===== src/rtl/cp0_exc_unit_if.sv =====
// M-stage pipeline <-> CP0 bus: mfc0/mtc0 access, exception inputs, redirect outputs.
interface cp0_exc_unit_if;
    logic [4:0]  a_sel;
    logic        we;
    logic [31:0] wd;
    logic [31:0] rd;
    logic [31:0] pc_m;
    logic        bd_m;
    logic        valid_m;
    logic [4:0]  exc_code_m;
    logic        eret_m;
    logic        take_exc;
    logic [31:0] epc_out;
    logic        exl_out;

    modport master (
        output a_sel, we, wd, pc_m, bd_m, valid_m, exc_code_m, eret_m,
        input  rd, take_exc, epc_out, exl_out
    );

    modport slave (
        input  a_sel, we, wd, pc_m, bd_m, valid_m, exc_code_m, eret_m,
        output rd, take_exc, epc_out, exl_out
    );
endinterface


===== src/rtl/cp0_exc_unit.sv =====
// CP0 register file and M-stage exception/interrupt controller.
// Optional Count/Compare timer enabled by defining CP0_COUNT_EN.
module cp0_exc_unit #(
    parameter int unsigned NUM_HWINT     = 6,
    parameter logic [5:0]  INT_EDGE_MASK = 6'b000000,
    parameter logic [31:0] PRID          = 32'h0000_0001
) (
    input  logic                 clk,
    input  logic                 reset,
    cp0_exc_unit_if.slave        bus,
    input  logic [NUM_HWINT-1:0] hw_int
);
    localparam int unsigned IP_W = 6;
    localparam logic [4:0] REG_COUNT   = 5'd9;
    localparam logic [4:0] REG_COMPARE = 5'd11;
    localparam logic [4:0] REG_SR      = 5'd12;
    localparam logic [4:0] REG_CAUSE   = 5'd13;
    localparam logic [4:0] REG_EPC     = 5'd14;
    localparam logic [4:0] REG_PRID    = 5'd15;
    localparam logic [IP_W-1:0] LINE_MASK = IP_W'((7'd1 << NUM_HWINT) - 7'd1);
    localparam logic [IP_W-1:0] EDGE_BITS = INT_EDGE_MASK & LINE_MASK;

    logic [IP_W-1:0] hw_prev, ip_hw, ip_hw_d, hw_ext, rise, keep, ip;
    logic [IP_W-1:0] sr_im;
    logic            sr_exl, sr_ie;
    logic            cause_bd;
    logic [4:0]      cause_exc;
    logic [31:0]     epc, epc_capture;
    logic            irq, exc, tx, wr, ti;

    // Exception/interrupt decision and pending-bit next state
    always_comb begin
        hw_ext      = IP_W'(hw_int);
        rise        = hw_ext & ~hw_prev;
        ip          = ip_hw | {ti, 5'b00000};
        irq         = (|(ip & sr_im)) & sr_ie & ~sr_exl & bus.valid_m;
        exc         = (bus.exc_code_m != 5'd0) & bus.valid_m;
        tx          = reset & (irq | exc);
        wr          = bus.we & ~tx;
        keep        = (wr && bus.a_sel == REG_CAUSE) ? bus.wd[15:10] : '1;
        // a new edge beats a software clear in the same cycle
        ip_hw_d     = LINE_MASK & ((~EDGE_BITS & hw_ext) |
                                   (EDGE_BITS & ((ip_hw & keep) | rise)));
        epc_capture = (bus.bd_m ? bus.pc_m - 32'd4 : bus.pc_m) & ~32'd3;
    end

    assign bus.take_exc = tx;
    assign bus.epc_out  = epc;
    assign bus.exl_out  = sr_exl;

    // SR / Cause / EPC state
    always_ff @(posedge clk or negedge reset) begin
        if (!reset) begin
            hw_prev   <= '0;
            ip_hw     <= '0;
            sr_im     <= '0;
            sr_exl    <= 1'b0;
            sr_ie     <= 1'b0;
            cause_bd  <= 1'b0;
            cause_exc <= 5'd0;
            epc       <= 32'd0;
        end else begin
            hw_prev <= hw_ext;
            ip_hw   <= ip_hw_d;
            if (tx) begin
                cause_exc <= irq ? 5'd0 : bus.exc_code_m;
                if (!sr_exl) begin
                    epc      <= epc_capture;
                    cause_bd <= bus.bd_m;
                end
                sr_exl <= 1'b1;
            end else begin
                if (bus.eret_m) begin
                    sr_exl <= 1'b0;
                end else if (wr && bus.a_sel == REG_SR) begin
                    sr_exl <= bus.wd[1];
                end
                if (wr && bus.a_sel == REG_SR) begin
                    sr_im <= bus.wd[15:10];
                    sr_ie <= bus.wd[0];
                end
                if (wr && bus.a_sel == REG_EPC) begin
                    epc <= bus.wd & ~32'd3;
                end
            end
        end
    end

`ifdef CP0_COUNT_EN
    logic [31:0] count, compare;

    if (NUM_HWINT > 5) begin : g_hwint_check
        $error("NUM_HWINT must be at most 5 when the timer is compiled in");
    end

    // Free-running timer; a Compare write clears TI even on a match
    always_ff @(posedge clk or negedge reset) begin
        if (!reset) begin
            count   <= 32'd0;
            compare <= 32'd0;
            ti      <= 1'b0;
        end else begin
            count <= (wr && bus.a_sel == REG_COUNT) ? bus.wd : count + 32'd1;
            if (wr && bus.a_sel == REG_COMPARE) begin
                compare <= bus.wd;
                ti      <= 1'b0;
            end else if (count == compare) begin
                ti <= 1'b1;
            end
        end
    end
`else
    assign ti = 1'b0;
`endif

    // mfc0 read mux
    always_comb begin
        bus.rd = 32'd0;
        case (bus.a_sel)
            REG_SR:    bus.rd = {16'h0000, sr_im, 8'h00, sr_exl, sr_ie};
            REG_CAUSE: bus.rd = {cause_bd, ti, 14'h0000, ip, 3'b000, cause_exc, 2'b00};
            REG_EPC:   bus.rd = epc;
            REG_PRID:  bus.rd = PRID;
`ifdef CP0_COUNT_EN
            REG_COUNT:   bus.rd = count;
            REG_COMPARE: bus.rd = compare;
`endif
            default:   bus.rd = 32'd0;
        endcase
    end
endmodule


===== src/flat_wrapper.sv =====
// flat-port wrapper written by rule: the top's interface ports become plain ports
module cp0_exc_unit_flat 
#(
    parameter int unsigned NUM_HWINT     = 6,
    parameter logic [5:0]  INT_EDGE_MASK = 6'b000000,
    parameter logic [31:0] PRID          = 32'h0000_0001
)
  (clk, reset, hw_int, bus_a_sel, bus_we, bus_wd, bus_pc_m, bus_bd_m, bus_valid_m, bus_exc_code_m, bus_eret_m, bus_rd, bus_take_exc, bus_epc_out, bus_exl_out);
  cp0_exc_unit_if bus_i ();
  input  logic clk;
  input  logic reset;
  input  logic [NUM_HWINT-1:0] hw_int;
  input wire logic [$bits(bus_i.a_sel)-1:0] bus_a_sel;
  input wire logic [$bits(bus_i.we)-1:0] bus_we;
  input wire logic [$bits(bus_i.wd)-1:0] bus_wd;
  input wire logic [$bits(bus_i.pc_m)-1:0] bus_pc_m;
  input wire logic [$bits(bus_i.bd_m)-1:0] bus_bd_m;
  input wire logic [$bits(bus_i.valid_m)-1:0] bus_valid_m;
  input wire logic [$bits(bus_i.exc_code_m)-1:0] bus_exc_code_m;
  input wire logic [$bits(bus_i.eret_m)-1:0] bus_eret_m;
  output wire logic [$bits(bus_i.rd)-1:0] bus_rd;
  output wire logic [$bits(bus_i.take_exc)-1:0] bus_take_exc;
  output wire logic [$bits(bus_i.epc_out)-1:0] bus_epc_out;
  output wire logic [$bits(bus_i.exl_out)-1:0] bus_exl_out;
  assign bus_i.a_sel = bus_a_sel;
  assign bus_i.we = bus_we;
  assign bus_i.wd = bus_wd;
  assign bus_i.pc_m = bus_pc_m;
  assign bus_i.bd_m = bus_bd_m;
  assign bus_i.valid_m = bus_valid_m;
  assign bus_i.exc_code_m = bus_exc_code_m;
  assign bus_i.eret_m = bus_eret_m;
  assign bus_rd = bus_i.rd;
  assign bus_take_exc = bus_i.take_exc;
  assign bus_epc_out = bus_i.epc_out;
  assign bus_exl_out = bus_i.exl_out;
  cp0_exc_unit #(.NUM_HWINT(NUM_HWINT), .INT_EDGE_MASK(INT_EDGE_MASK), .PRID(PRID)) u_core (.clk(clk), .reset(reset), .bus(bus_i), .hw_int(hw_int));
endmodule

===== config.mk =====
export PLATFORM = sky130hd
export DESIGN_NAME = cp0_exc_unit_flat
export DESIGN_NICKNAME = d
export VERILOG_FILES = /design/src/rtl/cp0_exc_unit_if.sv /design/src/rtl/cp0_exc_unit.sv /design/src/flat_wrapper.sv
export SDC_FILE = /design/constraint.sdc
export NUM_CORES = 1
export LEC_CHECK = 0
export CORE_ASPECT_RATIO = 2
export CORE_MARGIN = 2
export CORE_UTILIZATION = 45
export DETAILED_ROUTE_END_ITERATION = 7
export PLACE_DENSITY_LB_ADDON = 0.05
export SETUP_SLACK_MARGIN = 0.5
export SYNTH_ARGS = -nofsm -noshare
export SYNTH_HDL_FRONTEND = slang
export SYNTH_SLANG_ARGS = --single-unit
export TNS_END_PERCENT = 50

===== constraint.sdc =====
create_clock -name clk -period 4 [get_ports clk]
set_input_delay 0.8 -clock clk [delete_from_list [all_inputs] [get_ports clk]]
set_output_delay 0.8 -clock clk [all_outputs]
set_load 0.02 [all_outputs]

==> results.sh <==
export IMPL_status="completed"
export IMPL_slew_headroom=0.4003
export IMPL_ant_nets=0
export IMPL_diodes=0
export IMPL_synth_seq_cells=50
export IMPL_min_to="u_core.cause_exc[1]"
export IMPL_grt_pass1_wl_um=15690
export IMPL_port_buffers=147
export IMPL_hp_start="u_core.cause_exc[1]"
export IMPL_holdCritPathClass="flip-flop to flip-flop"
export IMPL_drc=0
export IMPL_cts_inserted_buffers=5
export IMPL_clk_path_buf_depth=2
export IMPL_cts_root_buffer="clkbuf_16"
export IMPL_power_leakage_nw=2.149
export IMPL_mostFrequentLayoutCell="clkdlybuf4s50_1"
export IMPL_setup_viol=0
export IMPL_required_ps=3200
export IMPL_vias=3243
export IMPL_ir_worst_vdd_mv=0.2451
export IMPL_crit_arrival_ps=2590
export IMPL_core_rowCount=44
export IMPL_reg2reg_from="u_core.sr_im[0]"
export IMPL_yosys_area_top_type="dfrtp_1"
export IMPL_die_w_um=64.25
export IMPL_critPathMaxFanout=5
export IMPL_clk_pin_slew_ps=70
export IMPL_fin_cells=590
export IMPL_cpPeakStageDelay_ps=550
export IMPL_dr_pass1_iters=4
export IMPL_synth_top_flop_cell="dfrtp_1"
export IMPL_fin_setup_tns_ps=0
export IMPL_min_period_ps=3386
export IMPL_path_cells="clkdlybuf4s50_1, or4_4, o21ai_4, a21boi_4, inv_1, dlygate4sd2_1"
export IMPL_crit_family="buffers and inverters"
export IMPL_rr_worst_depth=6
export IMPL_min_path_cells=2
export IMPL_gp_congestion=0.8716
export IMPL_nNetsFinal=584
export IMPL_grt_start_max_net_pins=52
export IMPL_final_cell_mix="142 x clkdlybuf4s50_1, 50 x dfrtp_1, 27 x nor2_1"
export IMPL_start_kind="input pin"
export IMPL_io_pins=152
export IMPL_synth_edf_count=0
export IMPL_worstSetupEndpointType="output port"
export IMPL_fp_dieH_um=124.5
export IMPL_drive_gt1_frac=0.07229
export IMPL_core_area_mm2=0.007157
export IMPL_rsz0062_at_grt="false"
export IMPL_drv_cap=0
export IMPL_placedCellCount=582
export IMPL_r2r_end="u_core.sr_im[1]"
export IMPL_worst_pin_slew_ps=893.4
export IMPL_die_area_mm2=0.007999
export IMPL_hold_viol=0
export IMPL_power_mw=1.706
export IMPL_synth_seq_area_share=0.3830
export IMPL_async_flop_share=1.000
export IMPL_r2r_slack_ps=1500
export IMPL_vias_per_cell=5.497
export IMPL_grt_total_usage=0.2474
export IMPL_place_hpwl_um=7399
export IMPL_synth_area_leaders="dfrtp_1 38%, mux2i_1 7.0%, xnor2_1 4.0%, a221o_1 4.0%, and3_1 3.8%"
export IMPL_htreeDepth=2
export IMPL_ys_types=48
export IMPL_power_density_mw_per_mm2=341.4
export IMPL_synthCells=354
export IMPL_cts_setup_buffers=0
export IMPL_wl_per_cell_um=16.58
export IMPL_numClockSinks=50
export IMPL_drt_iter0_markers=206
export IMPL_syn_area_mm2=0.003267
export IMPL_worstSkewPairLatency_ps=300
export IMPL_drt_total_wl_um=9781
export IMPL_period_share=0.8465
export IMPL_finalClockSkew_ps=6.384
export IMPL_cts_tree="yes"
export IMPL_fillers=588
export IMPL_syn_to_final_growth_pct=52.93
export IMPL_grt_pass1_vias=3227
export IMPL_start_util=0.4565
export IMPL_fmax_mhz=295.3
export IMPL_critPathKind="input pin to output port"
export IMPL_avgSynthCellArea_um2=9.228
export IMPL_cp_slowest_cell="or4_4"
export IMPL_grt_antenna_before_repair=0
export IMPL_yosysTopAreaCellShare=0.3830
export IMPL_path_buf_inv=3
export IMPL_finalMaxSlewViolations=0
export IMPL_yosys_warnings=0
export IMPL_gr_total_overflow=0
worst reg2reg max path: cells and delay by family (launching register included):
family	cells	cell delay [ps]
mux	1	390
buf+inv	1	280
simple gates	1	330
flops	1	370
compound gates	3	1020
stage by stage:
step | instance area [um2] | setup slack (ps) | util | hold WS, ps
after floorplan | 3271 | 985.1 | - | 439.6
after global placement | 4821 | 402.6 | 0.6736 | 464.4
after detailed placement | 4821 | 410.0 | 0.6736 | 461.5
after CTS | 4987 | 496.9 | 0.6969 | 476.1
after global routing | 4996 | 513.2 | 0.6981 | 514.4
final | 4996 | 614.0 | 0.6981 | 471.2
cell type report:
cell class | count | area, um2 | share of cell area
Sequential cell | 50 | 1251 | 0.2504
Timing Repair Buffer | 159 | 1563 | 0.3128
Inverter | 4 | 15.01 | 0.003005
Clock inverter | 3 | 43.79 | 0.008765
Multi-Input combinational cell | 277 | 1883 | 0.3769
Tap cell | 92 | 115.1 | 0.02304
Clock buffer | 5 | 125.1 | 0.02504
per-layer routing:
layer,track usage,up-vias,share of wire
met2,0.4277,119,0.51
met5,0,-,0
li1,-,1577,-
met4,0.1051,0,0.025
met1,0.2953,1532,0.40
met3,0.04246,15,0.057
report_power, final:
part           switching, mW  internal [mW]
Clock                  0.195          0.296
Sequential            0.0726          0.594
Combinational          0.257          0.291
sequential cells by signal, summed over array words and instances, names as in the netlist:
name and flops:
u_core.bus.epc_out 30, u_core.sr_ie 1, u_core.cause_exc 5, u_core.sr_im 6, u_core.ip 6, u_core.bus.exl_out 1, u_core.cause_bd 1
synthesized netlist by cell type (2+ instances only):
library cell / number
mux2i_1: 23
nor2b_1: 4
inv_1: 4
a21oi_1: 9
o21ai_1: 2
nand2_1: 20
and2_1: 13
clkbuf_1: 16
a221o_1: 13
nor4_1: 7
dfrtp_1: 50
nand3_1: 21
buf_6: 3
nand4b_1: 2
or3_1: 6
o21ai_0: 21
buf_4: 4
xor2_1: 11
nand4_1: 8
nor4bb_1: 2
mux2_2: 8
nor2_1: 27
nor3_1: 12
xnor2_1: 15
and3_1: 20
a22oi_1: 9
nand3b_1: 3
kinds of logic (layout without fill, tap and decap cells):
kind of cell / Yosys count / in the layout / share of synthesized area
and+or+nand+nor: 154 / 154 / 0.2612
other: 1 / 2 / 0.001148
adders and majority gates: 1 / 1 / 0.003829
DFF: 50 / 50 / 0.3830
muxes: 31 / 31 / 0.09805
AOI/OAI and AO/OA: 63 / 63 / 0.1390
xor gates and xnor gates: 26 / 26 / 0.06971
buffers and inverters: 28 / 171 / 0.04404
worst max-delay path by stage:
| stage | startpoint | end | slack [ps] | cells past startpoint |
|---|---|---|---|---|
| 6_report | bus_exc_code_m[0] | bus_take_exc | 610 | 6 |
| 5_1_grt | bus_a_sel[4] | bus_rd[0] | 510 | 4 |
| 4_1_cts | bus_a_sel[1] | bus_rd[6] | 500 | 6 |
| 3_5_place_dp | bus_exc_code_m[0] | bus_take_exc | 410 | 6 |
| 3_3_place_gp | bus_exc_code_m[0] | bus_take_exc | 400 | 6 |
| 2_1_floorplan | bus_exc_code_m[0] | bus_take_exc | 990 | 6 |
repair_timing:
action / CTS / global route
hold buffers: 0 / 0
hold endpoints to repair: 0 / 0
setup endpoints to repair: 5 / 29
gates resized for setup: 2 / 3
No activity file was read; power rests on OpenSTA's default activity.
